$ cat config.mk
export PLATFORM = sky130hd
export DESIGN_NAME = cmp_result_tracker
export DESIGN_NICKNAME = d
export VERILOG_FILES = /design/src/rtl/cmp_result_tracker.sv
export SDC_FILE = /design/constraint.sdc
export NUM_CORES = 1
export LEC_CHECK = 0
export BUFFER_PORTS_ARGS = -buffer_cell sky130_fd_sc_hd__buf_4
export CAP_MARGIN = 20
export CORE_AREA = 3 3 86 88
export CTS_CLUSTER_SIZE = 28
export DETAILED_ROUTE_END_ITERATION = 12
export DIE_AREA = 0 0 89 91
export MAX_ROUTING_LAYER = met4
export SLEW_MARGIN = 20
export SYNTH_ARGS = -nofsm -noshare
export SYNTH_HDL_FRONTEND = slang
export SYNTH_SLANG_ARGS = --single-unit
export TNS_END_PERCENT = 20
$ cat constraint.sdc
create_clock -name clk -period 2.92 [get_ports clk]
set_clock_uncertainty 0.15 [all_clocks]
set_input_delay 0.292 -clock clk [delete_from_list [all_inputs] [get_ports clk]]
set_output_delay 0.292 -clock clk [all_outputs]
set_load 0.01 [all_outputs]
$ cat src/rtl/cmp_result_tracker.sv
// Tracks comparator outcomes: saturating per-outcome tallies, an equal-run lock FSM
// and a sticky error flag for non-one-hot flag samples.
module cmp_result_tracker #(
  parameter int unsigned CNT_W    = 8,
  parameter int unsigned LOCK_LEN = 4
) (
  input  logic             clk,
  input  logic             rst_n,
  input  logic             clear,
  input  logic             in_valid,
  input  logic             gt,
  input  logic             eq,
  input  logic             lt,
  output logic [CNT_W-1:0] gt_cnt,
  output logic [CNT_W-1:0] eq_cnt,
  output logic [CNT_W-1:0] lt_cnt,
  output logic [1:0]       last_res,
  output logic             locked,
  output logic             lock_pulse,
  output logic             unlock_pulse,
  output logic             err
);

  localparam int unsigned RUN_W = 4;
  localparam logic [RUN_W-1:0] RUN_TGT = RUN_W'(LOCK_LEN);

  localparam logic [1:0] RES_NONE = 2'b00;
  localparam logic [1:0] RES_LT   = 2'b01;
  localparam logic [1:0] RES_EQ   = 2'b10;
  localparam logic [1:0] RES_GT   = 2'b11;

  typedef enum logic [1:0] {
    S_IDLE,
    S_TRACK,
    S_LOCKED,
    S_ERROR
  } state_t;

  state_t           state, state_nxt;
  logic [RUN_W-1:0] run, run_nxt, run_inc;
  logic [CNT_W-1:0] gt_cnt_nxt, eq_cnt_nxt, lt_cnt_nxt;
  logic [1:0]       last_res_nxt;
  logic             err_nxt, lock_pulse_nxt, unlock_pulse_nxt, locked_nxt;
  logic             legal, sample;

  function automatic logic [CNT_W-1:0] sat_inc(input logic [CNT_W-1:0] v);
    return (&v) ? v : v + CNT_W'(1);
  endfunction

  // Exactly one flag high qualifies as a legal comparator result.
  always_comb begin
    legal = 1'b0;
    case ({gt, eq, lt})
      3'b100, 3'b010, 3'b001: legal = 1'b1;
      default:                legal = 1'b0;
    endcase
  end

  // ERROR is absorbing: samples are ignored until clear.
  assign sample  = in_valid && (state != S_ERROR);
  assign run_inc = (run == RUN_TGT) ? run : run + RUN_W'(1);

  always_comb begin
    state_nxt        = state;
    run_nxt          = run;
    gt_cnt_nxt       = gt_cnt;
    eq_cnt_nxt       = eq_cnt;
    lt_cnt_nxt       = lt_cnt;
    last_res_nxt     = last_res;
    err_nxt          = err;
    lock_pulse_nxt   = 1'b0;
    unlock_pulse_nxt = 1'b0;

    if (clear) begin
      state_nxt    = S_IDLE;
      run_nxt      = '0;
      gt_cnt_nxt   = '0;
      eq_cnt_nxt   = '0;
      lt_cnt_nxt   = '0;
      last_res_nxt = RES_NONE;
      err_nxt      = 1'b0;
    end else if (sample && !legal) begin
      err_nxt   = 1'b1;
      state_nxt = S_ERROR;
    end else if (sample) begin
      if (eq) begin
        eq_cnt_nxt   = sat_inc(eq_cnt);
        last_res_nxt = RES_EQ;
        run_nxt      = run_inc;
        case (state)
          S_IDLE, S_TRACK: begin
            if (run_inc == RUN_TGT) begin
              state_nxt      = S_LOCKED;
              lock_pulse_nxt = 1'b1;
            end else begin
              state_nxt = S_TRACK;
            end
          end
          default: state_nxt = state;
        endcase
      end else begin
        if (gt) begin
          gt_cnt_nxt   = sat_inc(gt_cnt);
          last_res_nxt = RES_GT;
        end else begin
          lt_cnt_nxt   = sat_inc(lt_cnt);
          last_res_nxt = RES_LT;
        end
        run_nxt = '0;
        if (state == S_LOCKED) begin
          unlock_pulse_nxt = 1'b1;
        end
        state_nxt = S_TRACK;
      end
    end

    locked_nxt = (state_nxt == S_LOCKED);
  end

  always_ff @(posedge clk or negedge rst_n) begin
    if (!rst_n) begin
      state <= S_IDLE;
    end else begin
      state <= state_nxt;
    end
  end

  always_ff @(posedge clk or negedge rst_n) begin
    if (!rst_n) begin
      run          <= '0;
      gt_cnt       <= '0;
      eq_cnt       <= '0;
      lt_cnt       <= '0;
      last_res     <= RES_NONE;
      locked       <= 1'b0;
      lock_pulse   <= 1'b0;
      unlock_pulse <= 1'b0;
      err          <= 1'b0;
    end else begin
      run          <= run_nxt;
      gt_cnt       <= gt_cnt_nxt;
      eq_cnt       <= eq_cnt_nxt;
      lt_cnt       <= lt_cnt_nxt;
      last_res     <= last_res_nxt;
      locked       <= locked_nxt;
      lock_pulse   <= lock_pulse_nxt;
      unlock_pulse <= unlock_pulse_nxt;
      err          <= err_nxt;
    end
  end

endmodule

==> impl_metrics.env, run 1 <==
export IMPL_path_delay_family="compound AO/OA/AOI/OAI gates"
export IMPL_h_tree_depth=2
export IMPL_drc=0
export IMPL_ir_drop_uv=168
export IMPL_vias=1900
export IMPL_slew_violations=0
export IMPL_worst_path_max_delay_cell="dfrtp_1"
export IMPL_synthCells=235
export IMPL_async_reset_ff_frac=1.00
export IMPL_cts_buffers=5
export IMPL_hp_class="in -> reg"
export IMPL_end_kind="flip-flop"
export IMPL_period_needed_ps=2130
export IMPL_antenna_found_initial=0
export IMPL_start_util=0.323
export IMPL_cpPeakStageDelay_ps=470
export IMPL_synth_edf_count=0
export IMPL_dieArea_sq_um=8100
export IMPL_fp_dieW_um=89
export IMPL_routed_wl_um=5070
export IMPL_slew_headroom=0.636
export IMPL_final_nets=281
export IMPL_min_period_over_period=0.730
export IMPL_drive_above_1_share=0.219
export IMPL_max_cap_violations=0
export IMPL_rsz0062_at_grt="no"
export IMPL_critPathKind="reg -> reg"
export IMPL_area_growth_pct=19.5
export IMPL_fin_setup_tns_ps=0
export IMPL_antenna_cells=0
export IMPL_clock_latency_ps=300
export IMPL_cts_tree="yes"
export IMPL_finalHoldViolCount=0
export IMPL_powerDensity_nw_per_um2=411
export IMPL_setup_viol=0
export IMPL_die_h_um=91
export IMPL_gp_congestion=0.732
export IMPL_drt_first_pass_iters=4
export IMPL_cellLeakagePower_uw=0.00109
export IMPL_post_cts_buffers=0
export IMPL_cts_buffer_depth=2
export IMPL_routed_via_density=5.43
export IMPL_pin_count=37
export IMPL_seq_area_frac_synth=0.415
export IMPL_ys_seq_elements=36
export IMPL_syn_num_nets=247
export IMPL_cts_resized=0
export IMPL_grt_ovfl_total=0
export IMPL_track_usage=0.137
export IMPL_grt_max_degree=42
export IMPL_worst_slew_pin_slew_ps=542
export IMPL_ant_nets=0
export IMPL_postSynthAreaPerCell_sq_um=9.24
export IMPL_holdWs_ps=164
export IMPL_portBuffers=36
export IMPL_path_buf_inv=1
export IMPL_max_freq_ghz=0.469
export IMPL_synth_cell_types=56
export IMPL_synth_area_sq_um=2170
export IMPL_grt_pass1_vias=1840
export IMPL_dp_hpwl_um=3450
export IMPL_drt_iter0_markers=106
export IMPL_worstPathRequired_ps=2960
export IMPL_crit_path_start_kind="flip-flop"
export IMPL_cts_sinks=36
export IMPL_synth_ff_type="dfrtp_1"
export IMPL_path_cells="inv_1 > ha_1 > or2b_2 > a2111oi_2 > nand2_1 > a41o_1"
export IMPL_rows=30
export IMPL_cp_arrival_ps=2170
export IMPL_core_area_sq_um=6720
export IMPL_status="completed"
export IMPL_wl_per_cell_um=14.5
export IMPL_cts_clk_slew_worst_paths_ps=80
export IMPL_final_cell_count_no_fill=350
export IMPL_grt_pass1_wl_um=8760
export IMPL_cts_root_buffer="clkbuf_8"
export IMPL_cp_max_fo=9
export IMPL_ctsHoldBuffers=1
export IMPL_post_place_cells=341
export IMPL_ys_warn_count=0
## power by group
| part | switching, uW | leakage, uW | total, uW | internal (uW) |
|---|---|---|---|---|
| registers | 12.9 | 0.000497 | 520 | 507 |
| logic | 62.9 | 0.000542 | 100 | 37.1 |
| clock network | 193 | 0.0000541 | 446 | 253 |
## state kept, by name, indices dropped and copies added (netlist names)
register	count
eq_cnt	8
err	1
gt_cnt	8
last_res	2
lock_pulse	1
locked	1
lt_cnt	8
run	4
state	2
unlock_pulse	1
## per-layer routing
| layer | vias to the layer above | global-route usage | wire [um] |
|---|---|---|---|
| met2 | 33 | 0.202 | 2280 |
| met3 | 7 | 0.0336 | 219 |
| met1 | 903 | 0.184 | 2510 |
| met4 | 0 | 0.0447 | 62 |
| li1 | 957 | - | - |
| met5 | - | - | 0 |
## cells by family (layout without fill, tap and decap cells)
kind of cell,after synthesis,in the layout,synth area share
compound gates,59,59,0.186
buf+inv,19,54,0.0467
flops,36,36,0.415
xor+xnor,1,1,0.00403
fa+ha+maj,5,5,0.0288
mux,4,4,0.0207
simple gates,111,111,0.299
## worst register-to-register path, cell delays in order, from the launching register on
cell	delay, ps
dfrtp_1	470
inv_1	90
ha_1	190
or2b_2	330
a2111oi_2	400
nand2_1	140
a41o_1	250
## through the flow
stage / total power [uW] / area, sq um / util / setup slack (ps)
after floorplan: 590 / 2170 / - / 958
after global placement: 629 / 2470 / 0.368 / 821
after detailed placement: 630 / 2470 / 0.368 / 765
after CTS: 1080 / 2600 / 0.386 / 774
after global routing: 1120 / 2600 / 0.386 / 563
final: 1070 / 2600 / 0.386 / 789
## cell type report
class | count | area [sq um]
clock buffers | 5 | 68.8
clock inverters | 3 | 42.5
fillers | 684 | 4120
inverters | 9 | 33.8
multi-input cells | 180 | 1170
flip-flops and latches | 36 | 901
well taps | 80 | 100
repair buffers | 37 | 280
## cells in the mapped netlist (2+ instances only)
library cell / number / area, sq um
nor4_1: 6 / 37.5
nor3_1: 6 / 30.0
nor2b_1: 7 / 43.8
and4b_1: 2 / 20.0
clkbuf_8: 2 / 27.5
or3_1: 3 / 18.8
nor3_2: 3 / 30.0
and4_1: 2 / 17.5
or4_1: 8 / 60.1
a31oi_1: 3 / 18.8
nand3_1: 16 / 80.1
a211oi_1: 3 / 22.5
o31ai_1: 5 / 37.5
a21oi_1: 19 / 95.1
and2_1: 2 / 12.5
inv_1: 9 / 33.8
o21ai_0: 9 / 45.0
nand4_1: 4 / 25.0
nor2_1: 18 / 67.6
dfrtp_1: 36 / 901
o41ai_1: 5 / 43.8
mux2_2: 3 / 33.8
nand2b_1: 4 / 25.0
o311ai_0: 2 / 17.5
clkbuf_1: 4 / 15.0
nand2_1: 17 / 63.8
or3b_1: 2 / 17.5
nand4b_1: 3 / 26.3
ha_1: 5 / 62.6
## layout by cell type, fill, tap and decap left out, types with 3 or more instances in the layout
| master | n |
|---|---|
| nand2b_1 | 4 |
| nor2_1 | 18 |
| dfrtp_1 | 36 |
| nor3_1 | 6 |
| or4_1 | 8 |
| ha_1 | 5 |
| a21oi_1 | 19 |
| nor4_1 | 6 |
| a211oi_1 | 3 |
| o21ai_0 | 9 |
| nand4b_1 | 3 |
| or3_1 | 3 |
| nor2b_1 | 7 |
| o41ai_1 | 5 |
| buf_4 | 36 |
| nand4_1 | 4 |
| clkbuf_8 | 5 |
| nor3_2 | 3 |
| nand3_1 | 16 |
| mux2_2 | 3 |
| inv_1 | 9 |
| o31ai_1 | 5 |
| nand2_1 | 17 |
| a31oi_1 | 3 |
## path summary, 6_finish.rpt
path / depth (start not counted) / end / from / slack, ps
worst min register to register: 2 / err / err / 350
worst max register to register: 6 / state[0] / run[0] / 790
max in group asynchronous: 2 / lt_cnt[2] / rst_n / 1930
worst min-delay path: 3 / state[1] / in_valid / 160
min in group asynchronous: 2 / lock_pulse / rst_n / 340
worst max-delay path: 6 / state[0] / run[0] / 790
(Power assumes the default switching activity.)
==> run 2: changes to the inputs <==
--- a/config.mk
+++ b/config.mk
@@ -5,12 +5,13 @@
 export SDC_FILE = /design/constraint.sdc
 export NUM_CORES = 1
 export LEC_CHECK = 0
+export ABC_AREA = 1
 export BUFFER_PORTS_ARGS = -buffer_cell sky130_fd_sc_hd__buf_4
 export CAP_MARGIN = 20
-export CORE_AREA = 3 3 86 88
+export CORE_AREA = 3 3 83 85
 export CTS_CLUSTER_SIZE = 28
 export DETAILED_ROUTE_END_ITERATION = 12
-export DIE_AREA = 0 0 89 91
+export DIE_AREA = 0 0 86 88
 export MAX_ROUTING_LAYER = met4
 export SLEW_MARGIN = 20
 export SYNTH_ARGS = -nofsm -noshare
==> constraint.sdc (replaced) <==
create_clock -name clk -period 2 [get_ports clk]
set_clock_uncertainty 0.15 [all_clocks]
set_input_delay 0.2 -clock clk [delete_from_list [all_inputs] [get_ports clk]]
set_output_delay 0.2 -clock clk [all_outputs]
set_load 0.01 [all_outputs]
==> impl_metrics.env, run 2 <==
export IMPL_status="completed"
export IMPL_cellLeakagePower_uw=0.00129
export IMPL_use_met3=0.0301
export IMPL_largestRegisters="eq_cnt: 8 flops, gt_cnt: 8 flops, lt_cnt: 8 flops"
export IMPL_vias=1793
export IMPL_routed_wl_um=4360
export IMPL_area_growth_pct=22.1
export IMPL_cts_clk_slew_worst_paths_ps=70
export IMPL_fin_util=0.398
export IMPL_yosys_area_share_adder=0.0306
export IMPL_max_freq_ghz=0.560
export IMPL_min_period_over_period=0.893
export IMPL_r2r_end="lt_cnt[5]"
export IMPL_crit_path_start_kind="flip-flop"
export IMPL_worst_slew_pin_slew_ps=457
export IMPL_grt_pass1_vias=1714
export IMPL_critPathMostFrequentCell="nand2_1"
export IMPL_min_path_cells=3
export IMPL_worstHoldStart="in_valid"
export IMPL_path_delay_family="simple AND/OR/NAND/NOR gates"
export IMPL_portBuffers=36
export IMPL_cts_root_buffer="clkbuf_8"
export IMPL_slew_headroom=0.695
export IMPL_drive_above_1_share=0.219
export IMPL_rsz0062_at_grt="no"
export IMPL_antenna_found_initial=0
export IMPL_path_buf_inv=1
export IMPL_yosys_top_cells_count="nand2_1 (80), dfrtp_1 (36), nand3_1 (26), nor2_1 (22), inv_1 (21)"
export IMPL_synth_cell_types=28
export IMPL_period_needed_ps=1790
export IMPL_worstPathRequired_ps=2080
export IMPL_ff2ff_setup_slack_ps=210
export IMPL_grt_max_degree=37
export IMPL_design_area_sq_um=2500
export IMPL_holdWs_ps=38.2
export IMPL_syn_num_nets=272
export IMPL_grt_pass1_wl_um=7660
export IMPL_ir_drop_uv=364
export IMPL_clock_latency_ps=280
export IMPL_cts_sinks=36
export IMPL_met1_usage=0.162
export IMPL_finalHoldViolCount=0
export IMPL_die_h_um=88
export IMPL_seq_area_frac_synth=0.440
export IMPL_layout_common_cells="nand2_1 (80), buf_4 (37), dfrtp_1 (36)"
export IMPL_critPathKind="reg -> reg"
export IMPL_start_util=0.326
export IMPL_ys_seq_elements=36
export IMPL_rows=29
export IMPL_r2r_start="lt_cnt[0]"
export IMPL_dp_hpwl_um=3230
export IMPL_postSynthAreaPerCell_sq_um=7.87
export IMPL_worst_path_max_delay_cell="dfrtp_1"
export IMPL_powerDensity_nw_per_um2=611
export IMPL_post_cts_buffers=0
export IMPL_antenna_cells=0
export IMPL_cts_tree="yes"
export IMPL_synth_edf_count=0
export IMPL_pin_count=37
export IMPL_synth_xor_area_frac=0.0471
export IMPL_cts_buffers=5
export IMPL_path_cells="ha_1 > nand3_1 > nor2_1 > nand3_1 > nand2_1 > nand2_2 > inv_1 > nand2_1 > nand2_1"
export IMPL_r2r_cells=9
export IMPL_synth_top_family_by_area="simple AND/OR/NAND/NOR gates"
export IMPL_end_kind="flip-flop"
export IMPL_ant_nets=0
export IMPL_cp_arrival_ps=1860
export IMPL_yosys_area_top_type="dfrtp_1"
export IMPL_synth_most_common_cell="nand2_1"
export IMPL_grt_ovfl_total=0
export IMPL_final_nets=313
export IMPL_dieArea_sq_um=7570
export IMPL_synth_compound_area_share=0.0801
export IMPL_layout_commonest_cell="nand2_1"
export IMPL_busiest_layer="met2"
export IMPL_fin_setup_tns_ps=0
export IMPL_power_uw=1530
export IMPL_drt_iter0_markers=103
export IMPL_drc=0
export IMPL_yosys_top_cells_area="dfrtp_1 (44%), nand2_1 (15%), nand3_1 (6.4%), xor2_1 (4.3%), nor2_1 (4.0%)"
export IMPL_synth_area_sq_um=2050
export IMPL_drt_first_pass_iters=4
export IMPL_h_tree_depth=2
export IMPL_cp_max_fo=9
export IMPL_min_to="unlock_pulse"
export IMPL_critPathLaunch="lt_cnt[0]"
export IMPL_setup_viol=0
export IMPL_routed_via_density=4.73
export IMPL_gp_congestion=0.797
export IMPL_synthCells=260
export IMPL_grtUsageMet2=0.210
export IMPL_synth_mux_area_frac=0
export IMPL_postPlaceCellArea_sq_um=2400
export IMPL_core_area_sq_um=6280
export IMPL_ys_warn_count=0
export IMPL_async_reset_ff_frac=1.00
export IMPL_track_usage=0.129
export IMPL_wl_per_cell_um=11.5
export IMPL_fp_dieW_um=86
export IMPL_hp_class="in -> reg"
export IMPL_cts_resized=0
export IMPL_max_cap_violations=0
export IMPL_yosys_area_share_simple=0.348
export IMPL_cts_buffer_depth=2
export IMPL_cpPeakStageDelay_ps=420
export IMPL_synth_top_cell_area_share=0.440
export IMPL_slew_violations=0
export IMPL_synth_ff_type="dfrtp_1"
[run 2: how the worst max path moves through the flow]
stage	endpoint	slack [ps]	cells past startpoint
finish	lt_cnt[5]	210	9
global placement	lt_cnt[0]	300	9
detailed placement	lt_cnt[6]	220	9
global route	lt_cnt[7]	3	9
CTS	lt_cnt[6]	200	9
floorplan	eq_cnt[5]	350	8
[run 2: area by class of cell]
| cell class | count | area, sq um |
|---|---|---|
| clock buffer | 6 | 82.6 |
| clock inverter | 2 | 10.0 |
| fill | 648 | 3780 |
| inverter | 23 | 86.3 |
| multi-input combinational | 197 | 1030 |
| sequential | 36 | 901 |
| tap | 77 | 96.3 |
| timing repair buffer | 38 | 288 |
[run 2: per-stage QoR]
| step | std cells | setup slack [ps] |
|---|---|---|
| after global placement | 370 | 296 |
| after detailed placement | 370 | 221 |
| after CTS | 379 | 199 |
| after global routing | 379 | 2.61 |
| final | 379 | 214 |
| after floorplan | 260 | 348 |
[run 2: cell families (layout without fill, tap and decap cells)]
group | count (synthesis) | count (layout)
flops | 36 | 36
xor+xnor | 11 | 11
simple gates | 156 | 156
fa+ha+maj | 5 | 5
compound gates | 25 | 25
buf+inv | 27 | 69
[run 2: report_power, final]
part / switching [uW] / leakage, uW / total, uW / internal [uW]
sequential: 31.6 / 0.000494 / 786 / 754
clock: 264 / 0.0000510 / 539 / 275
combinational: 124 / 0.000748 / 202 / 77.9
[run 2: what timing repair did]
action                     CTS  global route
setup endpoints to repair    0             0
hold buffers                 1             0
hold endpoints to repair    36             0
[run 2: worst reg2reg max path: stages, from the launching register on]
cell	delay [ps]
dfrtp_1	420
ha_1	210
nand3_1	110
nor2_1	170
nand3_1	90
nand2_1	80
nand2_2	110
inv_1	230
nand2_1	90
nand2_1	70
[run 2: layer usage]
metal | up-vias | wire [um]
li1 | 929 | -
met1 | 829 | 2110
met2 | 30 | 2030
met3 | 5 | 185
met4 | 0 | 35
met5 | - | 0
